**src/rtl/ttl9316_chain.sv**
```systemverilog
// Cascaded 9316 synchronous 4-bit presettable binary counters.
// The TTL count clock is oversampled on clk; its rising edges act as count enables.
module ttl9316_chain #(
    parameter int STAGES = 2
) (
    input  logic                  clk,
    input  logic                  rst_n,
    input  logic                  ttl_clk,
    input  logic                  clr_n,
    input  logic                  load_n,
    input  logic                  enp,
    input  logic                  ent,
    input  logic [4*STAGES-1:0]   d,
    output logic [4*STAGES-1:0]   q,
    output logic [STAGES-1:0]     rco,
    output logic                  tc
);

    logic                ttl_clk_r;
    logic                ttl_rise_s;
    logic [4*STAGES-1:0] q_r;
    logic [4*STAGES-1:0] q_next_s;
    logic [STAGES-1:0]   ent_s;
    logic [STAGES-1:0]   rco_s;

    function automatic logic nibble_full(input logic [3:0] nib);
        return (nib == 4'hF);
    endfunction

    // TTL clock history; resets high so a pin held high through reset is not an edge.
    always_ff @(posedge clk or negedge rst_n) begin
        if (!rst_n) begin
            ttl_clk_r <= 1'b1;
        end else begin
            ttl_clk_r <= ttl_clk;
        end
    end

    assign ttl_rise_s = ttl_clk & ~ttl_clk_r;

    // Carry chain from pre-edge q, so every stage advances on the same clk edge.
    always_comb begin
        logic carry_v;
        ent_s   = {STAGES{1'b0}};
        rco_s   = {STAGES{1'b0}};
        carry_v = ent;
        for (int i = 0; i < STAGES; i++) begin
            ent_s[i] = carry_v;
            rco_s[i] = carry_v & nibble_full(q_r[4*i +: 4]);
            carry_v  = rco_s[i];
        end
    end

    // Next counter value: clear beats load beats count.
    always_comb begin
        q_next_s = q_r;
        if (!clr_n) begin
            q_next_s = {(4*STAGES){1'b0}};
        end else if (!load_n) begin
            if (ttl_rise_s) begin
                q_next_s = d;
            end else begin
                q_next_s = q_r;
            end
        end else if (ttl_rise_s && enp) begin
            for (int i = 0; i < STAGES; i++) begin
                if (ent_s[i]) begin
                    q_next_s[4*i +: 4] = q_r[4*i +: 4] + 4'd1;
                end else begin
                    q_next_s[4*i +: 4] = q_r[4*i +: 4];
                end
            end
        end else begin
            q_next_s = q_r;
        end
    end

    // Counter state register.
    always_ff @(posedge clk or negedge rst_n) begin
        if (!rst_n) begin
            q_r <= {(4*STAGES){1'b0}};
        end else begin
            q_r <= q_next_s;
        end
    end

    assign q   = q_r;
    assign rco = rco_s;
    assign tc  = rco_s[STAGES-1];

endmodule
```
**config.mk**
```make
export PLATFORM = sky130hd
export DESIGN_NAME = ttl9316_chain
export DESIGN_NICKNAME = d
export VERILOG_FILES = /design/src/rtl/ttl9316_chain.sv
export SDC_FILE = /design/constraint.sdc
export NUM_CORES = 1
export LEC_CHECK = 0
export CAP_MARGIN = 20
export CELL_PAD_IN_SITES_DETAIL_PLACEMENT = 1
export CELL_PAD_IN_SITES_GLOBAL_PLACEMENT = 1
export CORE_AREA = 2 2 39 41
export CTS_BUF_LIST = sky130_fd_sc_hd__clkbuf_2 sky130_fd_sc_hd__clkbuf_4 sky130_fd_sc_hd__clkbuf_8
export CTS_CLUSTER_DIAMETER = 100
export CTS_CLUSTER_SIZE = 28
export DETAILED_ROUTE_END_ITERATION = 10
export DIE_AREA = 0 0 41 43
export DONT_BUFFER_PORTS = 1
export PLACE_DENSITY_LB_ADDON = 0.08
export SYNTH_ARGS = -nofsm -noshare
export SYNTH_HDL_FRONTEND = slang
export SYNTH_SLANG_ARGS = --single-unit
```
**constraint.sdc**
```tcl
create_clock -name clk -period 3.57 [get_ports clk]
set_input_delay 0.1785 -clock clk [delete_from_list [all_inputs] [get_ports clk]]
set_output_delay 0.1785 -clock clk [all_outputs]
set_load 0.02 [all_outputs]
```
==> reports/metrics.csv <==
stage,metric,value,unit
yosys,Synthesized Nets,80,
grt,largest net degree at the start of global routing,15,
route,drt pass-1 iters,4,
clock_network,root cell of the clock tree,clkbuf_4,
sta,transition time of the tightest slew-check pin,721.4,ps
sta,f_max,503.5,MHz
placement,Placement Setup Slack,1850,ps
sta,Final Critical Period,1986,ps
route,Antenna Violating Nets Remaining,0,
worst_setup_path,crit path max-delay cell type,nor2_1,
yosys,dominant register cell in the synthesized netlist,dfrtp_1,
clock_network,quantity of hold-fixing buffers added after cts,2,
clock_network,CTS-repair resized insts,0,
power,switching pwr,90.44,uW
yosys,number of distinct library cells after synthesis,28,
worst_setup_path,data required time of the worst path,3390,ps
power,combinational power share,16.1,%
yosys,synthesized instance count,63,
sta,final-report setup violation count,0,
power,total power density per cell area,418.4,nW/um^2
power,Sw Share,32.60,%
grt,via count of the first global-routing pass,501,
yosys,Synth warnings,0,
placement,post-detail-place hpwl,1.093,mm
worst_setup_path,longest individual stage delay on the worst path,610,ps
clock_network,maximum count of clock buffers along a single path,2,
clock_network,number of buffers added by the clock tree synthesis step,3,
power,share of total power in sequential cells,51.2,%
clock_network,maximum level of the CTS H-tree,1,
die,placeable core region,1384,sq um
route,DRC violations left,0,
sta,maximum clock skew at final layout,5.473,ps
sta,final-report hold violation count,0,
power,power share of the clock group,32.7,%
power,worst voltage drop across the vdd grid,0.0001963,V
cells_and_area,share of cells above drive strength 1,18.18,%
worst_setup_path,ordered list of cells on the worst path,ha_1 -> nand4_2 -> nor2_1,
cells_and_area,"commonest cells after routing, fill and taps aside","10 x nand3_1, 8 x dfrtp_1, 6 x inv_1",
grt,total global-route track usage,20.81,%
clock_network,Num Clock Sinks,9,
die,Row Count,14,
worst_setup_path,data arrival time of the critical path,1810,ps
worst_setup_path,Worst Setup Path Type,reg2out,
die,initial standard-cell utilization of the core,44.30,%
cells_and_area,number of diodes,0,
power,total internal power,187.0,uW
die,die boundary width,41,microns
clock_network,TritonCTS clock tree,yes,
clock_network,worst-skew pair later-pin latency,270,ps
sta,Max Slew Vio Count,0,
yosys,ys async rst share,100.0,%
sta,max_slew headroom,51.73,%
worst_hold_path,min-delay worst type,in2reg,
run,MaxCap Viol Count,0,
power,total power,277.5,uW
cells_and_area,Final #Nets,84,
die,floorplan die height,43,microns
clock_network,number of setup buffers added after CTS,0,
sta,unrepaired setup endpoints after global routing,no,
route,routed vias,505,
run_status,run status,finished clean,
route,Avg WL per Cell,18.35,microns
yosys,fraction of the yosys area taken by sequential cells,36.94,%
sta,final total negative setup slack,0,ps
worst_setup_path,gate family responsible for the most delay along the worst path,simple AND/OR/NAND/NOR gates,
worst_setup_path,startpoint types,register,
route,count of routing violations after the opening detailed-route iteration,10,
die,area enclosed by the die boundary,1763,sq um
worst_setup_path,largest driver fanout on the critical path,4,
route,wire length after detailed routing,1.505,mm
cells_and_area,area added between synthesis and finish,8.163,%
placement,number of buffer cells added on primary ports,0,
clock_network,clock slew at the register clock pins of the worst setup and hold paths,70,ps
grt,number of antenna violations at the first check in global routing,0,
yosys,Mean Syn Cell Area,9.732,sq um
sta,worst-case setup margin in the final layout,1584,ps
grt,total congestion overflow after global routing,0,
power,static leakage power,0.0002779,uW
grt,wire length of the first global-routing pass,2.359,mm
worst_setup_path,Worst Setup End Kind,output pin,
yosys,post-synthesis register bit count,9,
placement,Placer Congestion,0.6682,
route,via density per instance,6.159,
sta,fin crit share,55.63,%
yosys,area of the mapped netlist,613.1,sq um
cells_and_area,most frequent standard cell in the layout excluding fill and tap cells,nand3_1,
yosys,number of enable flip-flop cells after synthesis,0,
die,IO Count,26,
worst_setup_path,count of buffer and inverter cells on the critical path,0,
## kinds of logic (layout without fill, tap and decap cells)
kind of cell | after synthesis | in the layout | share of synthesized area (%)
simple gates | 24 | 24 | 21.43
compound gates | 13 | 13 | 20.61
flops | 9 | 9 | 36.94
buf+inv | 9 | 12 | 6.937
mux | 4 | 4 | 7.143
fa+ha+maj | 2 | 2 | 4.081
xor+xnor | 2 | 2 | 2.858
## metal layers
metal	global-route usage (%)	vias to the layer above	part of all wire (%)
li1	-	234	-
met1	26.67	249	41
met2	30.00	17	50
met3	5.759	5	6.6
met4	12.00	0	2.7
met5	0	-	0
## cells in the mapped netlist, drive strengths merged (2+ instances only)
cell type,n,area (sq um)
nor2b,3,18.77
o2111ai,2,17.52
nand3,10,50.05
nor2,2,7.510
buf,3,20.01
dfrtp,8,200.2
ha,2,25.02
inv,6,22.52
mux2,3,33.78
nand4,3,25.02
nand2,3,11.26
o21ai,6,41.29
## power groups by stage
stage	Clock, uW	Combinational, uW	Sequential [uW]
after CTS	91.1	45.7	142
after global routing	96.9	51.0	144
after global placement	0	39.0	143
after detailed placement	0	40.2	144
after floorplan	0	38.1	140
final	90.8	44.5	142
## sequential cells by signal (all words and copies together), names as in the netlist
register / count
q: 8
ttl_clk_r: 1
## metrics by stage
stage | instances | hold slack (ps) | util [%] | instance area, sq um
2_1_floorplan | 63 | -117.1 | - | 613.1
3_3_place_gp | 76 | -116.9 | 44.30 | 613.1
3_5_place_dp | 76 | -116.9 | 44.30 | 613.1
4_1_cts | 82 | 59.20 | 47.92 | 663.1
5_1_grt | 82 | 73.54 | 47.92 | 663.1
6_report | 82 | 55.91 | 47.92 | 663.1
## layout make-up
type                            instances  area (sq um)
Multi-Input combinational cell         45         344.1
Clock buffer                            4         30.03
Inverter                                6         22.52
Fill cell                             162         720.7
Tap cell                               16         20.02
Sequential cell                         9         226.5
Timing Repair Buffer                    2         20.02
## worst paths after layout
path	start	endpoint	slack, ps	cells past startpoint
max in group asynchronous	rst_n	ttl_clk_r	2960	1
min reg2reg	q[5]	q[5]	680	2
min	clr_n	q[4]	60	2
min in group asynchronous	rst_n	q[2]	270	1
max reg2reg	q[0]	q[6]	1990	5
max	q[0]	tc	1580	3
No activity file was read; power rests on OpenSTA's default activity.
